==> src/rtl/qspi_pkg.sv <==
// Shared definitions for the QSPI slave command controller: command opcodes,
// the transaction state encoding and the bit positions of the status byte.
package qspi_pkg;

  localparam logic [7:0] CMD_WRITE  = 8'h02;
  localparam logic [7:0] CMD_READ   = 8'h03;
  localparam logic [7:0] CMD_STATUS = 8'h05;

  typedef enum logic [2:0] {
    ST_IDLE,
    ST_CMD,
    ST_ADDR,
    ST_WR,
    ST_RD_FETCH,
    ST_RD_STREAM,
    ST_STAT,
    ST_DRAIN
  } state_e;

  localparam int STAT_BUSY    = 0;
  localparam int STAT_CMD_ERR = 1;
  localparam int STAT_OVERRUN = 2;

endpackage

==> src/rtl/qspi_addr_collector.sv <==
// Collects ADDR_BYTES big-endian address bytes. o_done pulses together with
// the last byte and o_addr is valid in that same cycle (low AW bits only).
module qspi_addr_collector #(
  parameter int ADDR_BYTES = 2,
  parameter int AW         = 16
) (
  input  logic          clk,
  input  logic          resetn,
  input  logic          i_clear,
  input  logic          i_byte_valid,
  input  logic [7:0]    i_byte,
  output logic [AW-1:0] o_addr,
  output logic          o_done
);

  localparam int SW = 8 * ADDR_BYTES;

  logic [SW-1:0] r_shift;
  logic [1:0]    r_count;
  logic [SW-1:0] w_next;

  // The byte arriving now is the least significant one collected so far.
  assign w_next = (r_shift << 8) | SW'(i_byte);
  assign o_done = i_byte_valid && (r_count == 2'(ADDR_BYTES - 1));
  assign o_addr = AW'(w_next);

  // Shift in address bytes MSB first; restart the count after the last byte.
  always_ff @(posedge clk) begin
    if (!resetn) begin
      r_shift <= '0;
      r_count <= '0;
    end else if (i_clear) begin
      r_shift <= '0;
      r_count <= '0;
    end else if (i_byte_valid) begin
      r_shift <= w_next;
      r_count <= o_done ? 2'd0 : r_count + 2'd1;
    end
  end

endmodule

==> src/rtl/qspi_slave_cmd_ctrl.sv <==
// QSPI slave transaction controller: decodes the command byte, collects the
// address, streams burst writes to memory or prefetches read data for the tx
// shifter, and keeps sticky overrun / command-error status.
//
// Handshakes: rx_valid and tx_ready are single-cycle pulses that are acted on
// in the cycle they are high and never back-pressured. mem_req is held high
// until the single-cycle mem_ack; mem_we, mem_addr and mem_wdata are stable
// for the whole request and mem_rdata is sampled only with mem_ack.
module qspi_slave_cmd_ctrl
  import qspi_pkg::*;
#(
  parameter int         ADDR_BYTES = 2,
  parameter int         AW         = 16,
  parameter logic [7:0] IDLE_BYTE  = 8'hFF
) (
  input  logic          clk,
  input  logic          resetn,
  input  logic          sel,
  input  logic          rx_valid,
  input  logic [7:0]    rx_data,
  input  logic          tx_ready,
  output logic [7:0]    tx_data,
  output logic          tx_oe,
  output logic          mem_req,
  output logic          mem_we,
  output logic [AW-1:0] mem_addr,
  output logic [7:0]    mem_wdata,
  input  logic          mem_ack,
  input  logic [7:0]    mem_rdata,
  output logic          busy,
  output logic [7:0]    status,
  output state_e        o_dbg_state
);

  state_e        r_state;
  logic          r_sel_d;
  logic          r_is_read;
  logic          r_mem_req;
  logic          r_mem_we;
  logic [AW-1:0] r_mem_addr;
  logic [7:0]    r_mem_wdata;
  logic [7:0]    r_tx_data;
  logic          r_tx_oe;
  logic          r_overrun;
  logic          r_cmd_err;

  logic          w_busy;
  logic [7:0]    w_status;
  logic          w_ack;
  logic          w_addr_done;
  logic [AW-1:0] w_addr;

  assign w_busy = (r_state != ST_IDLE);
  // Only an ack that answers our own request counts.
  assign w_ack  = mem_ack && r_mem_req;

  // Assemble the status byte from the sticky flags and the busy indication.
  always_comb begin
    w_status               = '0;
    w_status[STAT_BUSY]    = w_busy;
    w_status[STAT_CMD_ERR] = r_cmd_err;
    w_status[STAT_OVERRUN] = r_overrun;
  end

  qspi_addr_collector #(
    .ADDR_BYTES (ADDR_BYTES),
    .AW         (AW)
  ) u_addr (
    .clk          (clk),
    .resetn       (resetn),
    .i_clear      (r_state != ST_ADDR),
    .i_byte_valid ((r_state == ST_ADDR) && rx_valid && sel),
    .i_byte       (rx_data),
    .o_addr       (w_addr),
    .o_done       (w_addr_done)
  );

  // Transaction FSM with all outputs registered.
  always_ff @(posedge clk) begin
    // Follows sel even during reset so a select held across reset is not
    // mistaken for a new transaction.
    r_sel_d <= sel;
    if (!resetn) begin
      r_state     <= ST_IDLE;
      r_is_read   <= 1'b0;
      r_mem_req   <= 1'b0;
      r_mem_we    <= 1'b0;
      r_mem_addr  <= '0;
      r_mem_wdata <= '0;
      r_tx_data   <= IDLE_BYTE;
      r_tx_oe     <= 1'b0;
      r_overrun   <= 1'b0;
      r_cmd_err   <= 1'b0;
    end else if (r_state != ST_IDLE && !sel) begin
      // Deselect: an outstanding request must complete before going idle.
      if (r_mem_req && !mem_ack) begin
        r_state <= r_state;
      end else begin
        r_state   <= ST_IDLE;
        r_mem_req <= 1'b0;
        r_mem_we  <= 1'b0;
        r_tx_oe   <= 1'b0;
        r_tx_data <= IDLE_BYTE;
        if (r_state == ST_STAT) begin
          r_overrun <= 1'b0;
          r_cmd_err <= 1'b0;
        end
      end
    end else begin
      case (r_state)
        ST_IDLE: begin
          if (sel && !r_sel_d) r_state <= ST_CMD;
        end
        ST_CMD: begin
          if (rx_valid) begin
            case (rx_data)
              CMD_WRITE: begin
                r_is_read <= 1'b0;
                r_state   <= ST_ADDR;
              end
              CMD_READ: begin
                r_is_read <= 1'b1;
                r_state   <= ST_ADDR;
              end
              CMD_STATUS: begin
                r_tx_data <= w_status;
                r_tx_oe   <= 1'b1;
                r_state   <= ST_STAT;
              end
              default: begin
                r_cmd_err <= 1'b1;
                r_state   <= ST_DRAIN;
              end
            endcase
          end
        end
        ST_ADDR: begin
          if (w_addr_done) begin
            r_mem_addr <= w_addr;
            if (r_is_read) begin
              r_mem_req <= 1'b1;
              r_mem_we  <= 1'b0;
              r_state   <= ST_RD_FETCH;
            end else begin
              r_state   <= ST_WR;
            end
          end
        end
        ST_WR: begin
          // A completing ack frees the port before a new byte is considered.
          if (w_ack) begin
            r_mem_req  <= 1'b0;
            r_mem_addr <= r_mem_addr + AW'(1);
          end
          if (rx_valid) begin
            if (r_mem_req && !mem_ack) begin
              r_overrun <= 1'b1;
            end else begin
              r_mem_wdata <= rx_data;
              r_mem_req   <= 1'b1;
              r_mem_we    <= 1'b1;
            end
          end
        end
        ST_RD_FETCH: begin
          if (w_ack) begin
            r_tx_data  <= mem_rdata;
            r_tx_oe    <= 1'b1;
            r_mem_req  <= 1'b0;
            r_mem_addr <= r_mem_addr + AW'(1);
            r_state    <= ST_RD_STREAM;
          end
        end
        ST_RD_STREAM: begin
          if (w_ack) begin
            r_tx_data  <= mem_rdata;
            r_mem_req  <= 1'b0;
            r_mem_addr <= r_mem_addr + AW'(1);
          end
          // Each consumed byte triggers the prefetch of the next one.
          if (tx_ready) begin
            if (r_mem_req && !mem_ack) begin
              r_overrun <= 1'b1;
            end else begin
              r_mem_req <= 1'b1;
              r_mem_we  <= 1'b0;
            end
          end
        end
        ST_STAT, ST_DRAIN: begin
          r_state <= r_state;
        end
        default: r_state <= ST_IDLE;
      endcase
    end
  end

  assign tx_data     = r_tx_data;
  assign tx_oe       = r_tx_oe;
  assign mem_req     = r_mem_req;
  assign mem_we      = r_mem_we;
  assign mem_addr    = r_mem_addr;
  assign mem_wdata   = r_mem_wdata;
  assign busy        = w_busy;
  assign status      = w_status;
  assign o_dbg_state = r_state;

endmodule
==> config.mk <==
export PLATFORM = sky130hd
export DESIGN_NAME = qspi_slave_cmd_ctrl
export DESIGN_NICKNAME = d
export VERILOG_FILES = /design/src/rtl/qspi_pkg.sv /design/src/rtl/qspi_addr_collector.sv /design/src/rtl/qspi_slave_cmd_ctrl.sv
export SDC_FILE = /design/constraint.sdc
export NUM_CORES = 1
export LEC_CHECK = 0
export BUFFER_PORTS_ARGS = -buffer_cell sky130_fd_sc_hd__buf_4
export CAP_MARGIN = 20
export CORE_MARGIN = 2
export CORE_UTILIZATION = 28
export CTS_BUF_LIST = sky130_fd_sc_hd__clkbuf_4
export DETAILED_ROUTE_END_ITERATION = 6
export MAX_ROUTING_LAYER = met4
export PLACE_DENSITY = 0.54
export SLEW_MARGIN = 40
export SYNTH_ARGS = -nofsm -noshare
export SYNTH_HDL_FRONTEND = slang
export SYNTH_SLANG_ARGS = --single-unit
export TNS_END_PERCENT = 100
==> constraint.sdc <==
create_clock -name clk -period 4.59 [get_ports clk]
set_input_delay 0.6885 -clock clk [delete_from_list [all_inputs] [get_ports clk]]
set_output_delay 0.6885 -clock clk [all_outputs]
set_load 0.005 [all_outputs]
==> flow_metrics.env, run 1 <==
export IMPL_status="complete, no violations"
export IMPL_ctsResizeCount=0
export IMPL_final_setup_tns_ns=0
export IMPL_dp_cells=547
export IMPL_power_density_nw_per_um2=378
export IMPL_path_buf_inv=0
export IMPL_synth_most_common_cell="dfxtp_1"
export IMPL_synth_top_area_share_pct=33.6
export IMPL_antennaDiodeCount=0
export IMPL_seq_power_share_pct=42.8
export IMPL_synth_async_reset_ratio_pct=0
export IMPL_dp_hpwl_um=6790
export IMPL_cp_end_kind="flip-flop"
export IMPL_numPortBuffers=63
export IMPL_cp_data_arrival_time_ns=2.97
export IMPL_finalPower_mw=1.38
export IMPL_crit_type="reg2reg"
export IMPL_maxSlewHeadroom_pct=46.4
export IMPL_dr_pass1_iters=5
export IMPL_grt_pass1_vias=2807
export IMPL_cp_start_kind="flip-flop"
export IMPL_cts_htree_levels=2
export IMPL_hold_path_class="reg2reg"
export IMPL_drv_slew=0
export IMPL_cap_violations=0
export IMPL_wl_per_cell_um=17.2
export IMPL_leakagePower_nw=1.38
export IMPL_final_antenna_net_count=0
export IMPL_die_w_um=109
export IMPL_cp_top_family="simple AND/OR/NAND/NOR gates"
export IMPL_ys_types=64
export IMPL_switching_share_pct=39.5
export IMPL_hold_violations=0
export IMPL_path_cells="nand3b_1, nand2_1, mux2_2, o221a_2"
export IMPL_clock_skew_ns=0.0179
export IMPL_power_internal_mw=0.835
export IMPL_fmax_mhz=375
export IMPL_cts_hold_buf=0
export IMPL_top_level_ports=69
export IMPL_rsz0062_at_grt="false"
export IMPL_cts_setup_buffers=0
export IMPL_slowest_stage="dfxtp_1"
export IMPL_synth_cells=372
export IMPL_synth_edff_count=0
export IMPL_ir_drop_mv=0.136
export IMPL_synth_area_leader_cell="dfxtp_1"
export IMPL_cts_sinks=52
export IMPL_cts_tree="yes"
export IMPL_die_area_sq_um=11900
export IMPL_synth_area_sq_um=3100
export IMPL_yosysSeqAreaShare_pct=33.6
export IMPL_nFillCells=1176
export IMPL_combPwrFrac_pct=41.2
export IMPL_synth_area_leaders="dfxtp_1 34%, mux2i_1 9.0%, a21oi_1 4.8%"
export IMPL_timing_final_setup_violations=0
export IMPL_grtUsageTotal_pct=16.6
export IMPL_die_y_um=109
export IMPL_vias_per_cell=5.50
export IMPL_placed_cell_area_sq_um=3580
export IMPL_wl_um=9560
export IMPL_antenna_found_initial=0
export IMPL_area_delta_synth_final_pct=17.6
export IMPL_period_needed_ns=2.67
export IMPL_cp_slowest_stage_delay_ns=0.85
export IMPL_instances_no_fill=555
export IMPL_yosys_warnings=0
export IMPL_cp_data_required_time_ns=4.89
export IMPL_ys_ff_latch=52
export IMPL_drtIter0Drc=237
export IMPL_path_clk_slew_ns=0.17
export IMPL_clk_path_buf_depth=2
export IMPL_grt_pass1_wl_um=15000
export IMPL_ys_top_cells_by_count="52 x dfxtp_1, 35 x nand2_1, 33 x nor2_1, 30 x a21oi_1, 28 x mux2i_1"
export IMPL_p_clk_share_pct=15.9
export IMPL_final_area_sq_um=3650
export IMPL_switching_power_mw=0.544
export IMPL_fin_nets=438
export IMPL_drc_errors=0
export IMPL_worstPathMaxFanout=24
export IMPL_r2r_slack_ns=1.92
export IMPL_fin_crit_sh_pct=58.2
export IMPL_cts_made_buffers=5
export IMPL_synth_top_flop_cell="dfxtp_1"
export IMPL_gp_congestion=0.871
export IMPL_core_area_sq_um=10800
export IMPL_postSynthAreaPerCell_sq_um=8.33
export IMPL_start_util_pct=28.6
export IMPL_cts_root_buf="clkbuf_4"
export IMPL_grt_max_degree=30
export IMPL_worst_slew_pin_slew_ns=0.796
export IMPL_rows=38
export IMPL_overflow=0
export IMPL_vias=3050
export IMPL_drive_above_1_share_pct=20.5
export IMPL_clock_latency_ns=0.38
-- power groups by stage --
stage / combinational, mW / sequential, mW / clock (mW)
after global routing: 0.623 / 0.603 / 0.240
after global placement: 0.555 / 0.598 / 0
final: 0.568 / 0.591 / 0.219
after floorplan: 0.423 / 0.559 / 0
after detailed placement: 0.563 / 0.598 / 0
after CTS: 0.564 / 0.588 / 0.224
-- flip-flops by register name, indices dropped and copies added, names as in the netlist, 2 cells and up --
name            flops
o_dbg_state         3
mem_addr           16
u_addr.r_count      2
mem_wdata           8
u_addr.r_shift      8
tx_data             8
-- worst paths after layout --
check,startpoint,endpoint,cells after the start
setup / recovery,o_dbg_state[0]$_SDFFE_PN0P_,mem_addr[10]$_SDFFE_PN0P_,4
hold / removal,u_addr.r_count[1]$_SDFFE_PP0P_,u_addr.r_count[1]$_SDFFE_PP0P_,2
setup reg to reg,o_dbg_state[0]$_SDFFE_PN0P_,mem_addr[10]$_SDFFE_PN0P_,4
hold reg to reg,u_addr.r_count[1]$_SDFFE_PP0P_,u_addr.r_count[1]$_SDFFE_PP0P_,2
-- worst reg2reg max path, delay by kind of cell (launching register included) --
family	cells	cell delay, ns
AO/OA/AOI/OAI	1	0.26
flip-flops	1	0.85
multiplexers	1	0.39
AND/OR/NAND/NOR	2	1.09
-- layout make-up --
cell class | count | area [sq um] | area share, %
clock inverters | 2 | 11.3 | 0.309
repair buffers | 65 | 488 | 13.4
well taps | 140 | 175 | 4.80
multi-input cells | 281 | 1850 | 50.8
inverters | 9 | 33.8 | 0.926
clock buffers | 6 | 45.0 | 1.23
flip-flops and latches | 52 | 1040 | 28.5
-- per-stage QoR --
step | util (%) | worst slack, ns | hold slack [ns]
final | 33.6 | 1.92 | 0.473
after global routing | 33.6 | 1.70 | 0.527
after CTS | 33.6 | 1.73 | 0.477
after detailed placement | 33.1 | 1.82 | 0.457
after global placement | 33.1 | 1.96 | 0.439
after floorplan | - | 2.41 | 0.432
-- cell usage in the layout (no fill, tap or decap), drive strengths merged, types with 7 or more instances in the layout --
master / synthesis / final
a21oi: 30 / 30
o21ai: 10 / 10
nand2: 35 / 35
mux2i: 28 / 28
dfxtp: 52 / 52
nand2b: 10 / 10
a211oi: 11 / 11
nor2: 33 / 33
nand3: 9 / 9
buf: 19 / 65
o22ai: 8 / 8
nand3b: 7 / 7
inv: 8 / 8
-- routing by layer --
metal / vias to the layer above / share of wire (%) / wire length [um] / track usage, %
li1: 1454 / - / - / -
met2: 108 / 48 / 4600 / 27.2
met4: 0 / 0.74 / 71 / 3.44
met3: 7 / 5.9 / 568 / 2.81
met5: - / 0 / 0 / -
met1: 1481 / 45 / 4320 / 21.5
-- cells by family after synthesis --
group	Yosys count	synth area share (%)
adder cells (fa/ha/maj)	2	0.807
flip-flops	52	33.6
other	1	0.121
AND/OR/NAND/NOR	136	23.3
multiplexers	30	9.89
buffers and inverters	43	7.38
AO/OA/AOI/OAI	108	24.9
Power figures use the tool's default switching activity.
==> inputs of run 2 (changes only) <==
clock period = 2.71 ns   (was 4.59 ns; I/O delays follow)
==> flow_metrics.env, run 2 (same netlist as run 1, synthesis figures left out) <==
export IMPL_cts_sinks=52
export IMPL_status="complete, no violations"
export IMPL_ff2ff_path_depth=4
export IMPL_leakagePower_nw=1.45
export IMPL_drv_slew=0
export IMPL_fin_crit_sh_pct=79.5
export IMPL_switching_share_pct=37.9
export IMPL_die_area_sq_um=11900
export IMPL_die_y_um=109
export IMPL_area_delta_synth_final_pct=21.1
export IMPL_die_w_um=109
export IMPL_hold_violations=0
export IMPL_cts_setup_buffers=0
export IMPL_worstReg2RegStart="o_dbg_state[0]$_SDFFE_PN0P_"
export IMPL_switching_power_mw=0.950
export IMPL_start_util_pct=28.6
export IMPL_wl_per_cell_um=17.2
export IMPL_final_antenna_net_count=0
export IMPL_cp_data_arrival_time_ns=2.46
export IMPL_vias=3069
export IMPL_cp_top_family="compound AO/OA/AOI/OAI gates"
export IMPL_drive_above_1_share_pct=22.2
export IMPL_cts_tree="yes"
export IMPL_hold_path_end="r_sel_d$_DFF_P_"
export IMPL_wl_um=9750
export IMPL_cts_hold_buf=0
export IMPL_path_buf_inv=0
export IMPL_clock_latency_ns=0.38
export IMPL_top_level_ports=69
export IMPL_fin_nets=451
export IMPL_numPortBuffers=63
export IMPL_final_cell_mix="78 x buf_4, 52 x dfxtp_1, 35 x nand2_1"
export IMPL_drtIter0Drc=165
export IMPL_drc_errors=0
export IMPL_layout_commonest_cell="buf_4"
export IMPL_crit_type="reg2reg"
export IMPL_antenna_found_initial=0
export IMPL_grtUsageTotal_pct=16.9
export IMPL_rows=38
export IMPL_seq_power_share_pct=39.2
export IMPL_vias_per_cell=5.40
export IMPL_setup_ws_ns=0.557
export IMPL_slowest_stage="dfxtp_1"
export IMPL_clock_skew_ns=0.0101
export IMPL_power_density_nw_per_um2=668
export IMPL_hold_depth=1
export IMPL_cts_htree_levels=2
export IMPL_grt_pass1_vias=2953
export IMPL_timing_rr_end="mem_addr[5]$_SDFFE_PN0P_"
export IMPL_core_area_sq_um=10800
export IMPL_path_cells="nand3b_1, a2111oi_0, a21oi_1, o32ai_1"
export IMPL_cp_slowest_stage_delay_ns=0.75
export IMPL_worst_slew_pin_slew_ns=0.608
export IMPL_combPwrFrac_pct=42.8
export IMPL_path_clk_slew_ns=0.16
export IMPL_cp_end_kind="flip-flop"
export IMPL_rsz0062_at_grt="false"
export IMPL_hold_path_class="in2reg"
export IMPL_fmax_mhz=464
export IMPL_multi_input_area_sq_um=1850
export IMPL_preCtsSetupSlack_ns=0.613
export IMPL_grt_pass1_wl_um=15300
export IMPL_min_delay_start="sel"
export IMPL_cts_root_buf="clkbuf_4"
export IMPL_overflow=0
export IMPL_cp_start_kind="flip-flop"
export IMPL_final_area_sq_um=3760
export IMPL_maxSlewHeadroom_pct=58.9
export IMPL_dp_hpwl_um=6960
export IMPL_worstPathMaxFanout=19
export IMPL_gp_congestion=0.903
export IMPL_ctsResizeCount=0
export IMPL_clk_path_buf_depth=2
export IMPL_final_seq_area_sq_um=1040
export IMPL_cp_data_required_time_ns=3.02
export IMPL_period_needed_ns=2.15
export IMPL_cts_made_buffers=5
export IMPL_timing_final_setup_violations=0
export IMPL_grt_max_degree=30
export IMPL_p_clk_share_pct=18.0
export IMPL_largest_reg_flops=16
export IMPL_final_setup_tns_ns=0
export IMPL_cap_violations=0
export IMPL_r2r_slack_ns=0.56
export IMPL_nFillCells=1168
export IMPL_final_util_pct=34.6
export IMPL_finalPower_mw=2.51
export IMPL_antennaDiodeCount=0
export IMPL_power_internal_mw=1.56
export IMPL_dr_pass1_iters=6
export IMPL_placed_cell_area_sq_um=3680
export IMPL_ir_drop_mv=0.255
-- run 2: cell count changes in the layout (fill, tap and decap cells not counted), sizes merged --
| cell | change |
|---|---|
| clkinvlp | -1 |
| buf | +13 |
| clkinv | +1 |
| clkbuf | -1 |
| bufinv | +1 |
-- run 2: final cells by class --
type | count | share of cell area [%]
inverters | 9 | 0.899
multi-input cells | 281 | 49.1
clock inverters | 3 | 0.999
clock buffers | 5 | 0.999
well taps | 140 | 4.66
repair buffers | 78 | 15.6
flip-flops and latches | 52 | 27.7
-- run 2: worst reg2reg max path, delay by kind of cell (launching register included) --
kind | cells | cell delay [ns]
AO/OA/AOI/OAI | 3 | 1.00
flip-flops | 1 | 0.75
AND/OR/NAND/NOR | 1 | 0.34
-- run 2: worst max-delay path by stage --
stage	from	end	slack, ns	depth (start not counted)
after floorplan	rx_data[4]	tx_data[0]$_SDFFE_PN1P_	0.81	5
after global placement	o_dbg_state[0]$_SDFFE_PN0P_	mem_addr[5]$_SDFFE_PN0P_	0.46	4
after detailed placement	rx_data[4]	tx_data[5]$_SDFFE_PN1P_	0.61	6
after CTS	o_dbg_state[1]$_SDFFE_PN0P_	busy	0.58	5
after global routing	o_dbg_state[0]$_SDFFE_PN0P_	mem_addr[5]$_SDFFE_PN0P_	0.41	4
final	o_dbg_state[0]$_SDFFE_PN0P_	mem_addr[5]$_SDFFE_PN0P_	0.56	4
-- run 2: layer usage --
layer | global-route usage [%] | up-vias | wire length [um]
li1 | - | 1487 | -
met1 | 23.2 | 1453 | 4630
met2 | 26.2 | 118 | 4440
met3 | 2.39 | 11 | 570
met4 | 3.98 | 0 | 112
met5 | - | - | 0
-- run 2: power groups by stage --
stage	clock network, mW	registers [mW]	logic, mW
final	0.451	0.982	1.07
after global routing	0.487	1.00	1.18
after CTS	0.465	0.982	1.07
after detailed placement	0	0.998	1.07
after global placement	0	0.996	1.06
after floorplan	0	0.946	0.716
-- run 2: through the flow --
stage	std cells	hold slack, ns
final	568	0.257
after CTS	568	0.251
after global placement	560	0.438
after floorplan	376	0.432
after detailed placement	560	0.459
after global routing	568	0.257
==> inputs of run 3 (changes only) <==
clock period = 2 ns   (was 2.71 ns; I/O delays follow)
==> flow_metrics.env, run 3 (same netlist as run 1, synthesis figures left out) <==
export IMPL_status="complete, no violations"
export IMPL_timing_final_setup_violations=0
export IMPL_final_setup_tns_ns=0
export IMPL_cts_sinks=52
export IMPL_worstPathMaxFanout=11
export IMPL_ff2ff_path_depth=5
export IMPL_ir_drop_mv=0.353
export IMPL_whs_ns=0.160
export IMPL_timing_rr_end="mem_addr[10]$_SDFFE_PN0P_"
export IMPL_path_clk_slew_ns=0.15
export IMPL_fin_crit_sh_pct=93.2
export IMPL_clock_skew_ns=0.0114
export IMPL_dp_hpwl_um=7310
export IMPL_setup_ws_ns=0.137
export IMPL_power_density_nw_per_um2=853
export IMPL_final_cell_mix="96 x buf_4, 51 x dfxtp_1, 35 x nand2_1"
export IMPL_cp_slowest_stage_delay_ns=0.49
export IMPL_grt_pass1_vias=2979
export IMPL_rows=38
export IMPL_min_delay_start="sel"
export IMPL_r2r_slack_ns=0.14
export IMPL_final_util_pct=35.8
export IMPL_hold_path_class="in2reg"
export IMPL_gp_congestion=0.884
export IMPL_preCtsSetupSlack_ns=0.0359
export IMPL_die_w_um=109
export IMPL_wl_um=9910
export IMPL_cap_violations=0
export IMPL_final_antenna_net_count=0
export IMPL_hold_depth=1
export IMPL_finalPower_mw=3.31
export IMPL_nFillCells=1140
export IMPL_layout_commonest_cell="buf_4"
export IMPL_cts_htree_levels=2
export IMPL_cts_root_buf="clkbuf_4"
export IMPL_slowest_stage="dfxtp_1"
export IMPL_core_area_sq_um=10800
export IMPL_cp_start_kind="flip-flop"
export IMPL_drc_errors=0
export IMPL_crit_type="reg2reg"
export IMPL_grt_max_degree=26
export IMPL_dr_pass1_iters=4
export IMPL_drive_above_1_share_pct=26.0
export IMPL_clk_path_buf_depth=2
export IMPL_cp_end_kind="flip-flop"
export IMPL_numPortBuffers=63
export IMPL_fin_nets=469
export IMPL_period_needed_ns=1.86
export IMPL_cts_made_buffers=5
export IMPL_ctsResizeCount=1
export IMPL_area_delta_synth_final_pct=25.1
export IMPL_path_cells="nand3b_1, buf_4, nand2_1, mux2_2, o221a_2"
export IMPL_wl_per_cell_um=16.9
export IMPL_leakagePower_nw=1.53
export IMPL_cts_hold_buf=0
export IMPL_hold_path_end="r_sel_d$_DFF_P_"
export IMPL_start_util_pct=28.6
export IMPL_drtIter0Drc=255
export IMPL_worst_slew_pin_slew_ns=0.559
export IMPL_fmax_mhz=537
export IMPL_largest_reg_flops=16
export IMPL_cts_setup_buffers=0
export IMPL_rsz0062_at_grt="false"
export IMPL_worstReg2RegStart="o_dbg_state[0]$_SDFFE_PN0P_"
export IMPL_antenna_found_initial=0
export IMPL_die_area_sq_um=11900
export IMPL_drv_slew=0
export IMPL_die_y_um=109
export IMPL_overflow=0
export IMPL_vias_per_cell=5.33
export IMPL_clock_latency_ns=0.38
export IMPL_grtUsageTotal_pct=17.0
export IMPL_cp_data_arrival_time_ns=2.14
export IMPL_maxSlewHeadroom_pct=62.2
export IMPL_startpoint="o_dbg_state[0]$_SDFFE_PN0P_"
export IMPL_vias=3124
export IMPL_cts_tree="yes"
export IMPL_grt_pass1_wl_um=15300
export IMPL_hold_violations=0
export IMPL_top_level_ports=69
export IMPL_antennaDiodeCount=0
export IMPL_cp_data_required_time_ns=2.28
==> run 3: stage by stage <==
| stage | cells | cell area, sq um |
|---|---|---|
| after floorplan | 376 | 3120 |
| after global placement | 578 | 3820 |
| after detailed placement | 578 | 3820 |
| after CTS | 586 | 3880 |
| after global routing | 586 | 3880 |
| final | 586 | 3880 |
==> run 3: how the worst max path moves through the flow <==
stage | to | cells after the start
finish | mem_addr[10]$_SDFFE_PN0P_ | 5
global route | mem_addr[10]$_SDFFE_PN0P_ | 5
CTS | mem_addr[10]$_SDFFE_PN0P_ | 5
detailed placement | tx_data[7]$_SDFFE_PN1P_ | 6
global placement | tx_data[5]$_SDFFE_PN1P_ | 6
floorplan | tx_data[0]$_SDFFE_PN1P_ | 5
==> run 3: power by group <==
part | switching [mW] | leakage (nW) | internal (mW)
clock network | 0.335 | 0.0293 | 0.148
registers | 0.120 | 0.422 | 1.17
logic | 0.814 | 1.08 | 0.722
==> run 3: layer usage <==
metal	part of all wire [%]	wire length, um	vias up	GRT usage (%)
met3	5.8	572	20	2.63
met5	0	0	-	-
met1	46	4570	1476	21.9
met4	2.2	215	0	5.24
met2	46	4550	109	27.5
li1	-	-	1519	-
==> run 3: final cells by class <==
type / instances / area (sq um) / share of cell area, %
clock inverter: 2 / 11.3 / 0.290
sequential: 52 / 1040 / 26.9
timing repair buffer: 96 / 721 / 18.6
inverter: 9 / 33.8 / 0.871
clock buffer: 6 / 45.0 / 1.16
multi-input combinational: 281 / 1850 / 47.7
tap: 140 / 175 / 4.52
==> run 3: critical path: cells and delay by family (launching register included) <==
family	cells	cell delay (ns)
AOI/OAI and AO/OA	1	0.26
buffers and inverters	1	0.22
DFF	1	0.49
muxes	1	0.37
and+or+nand+nor	2	0.42
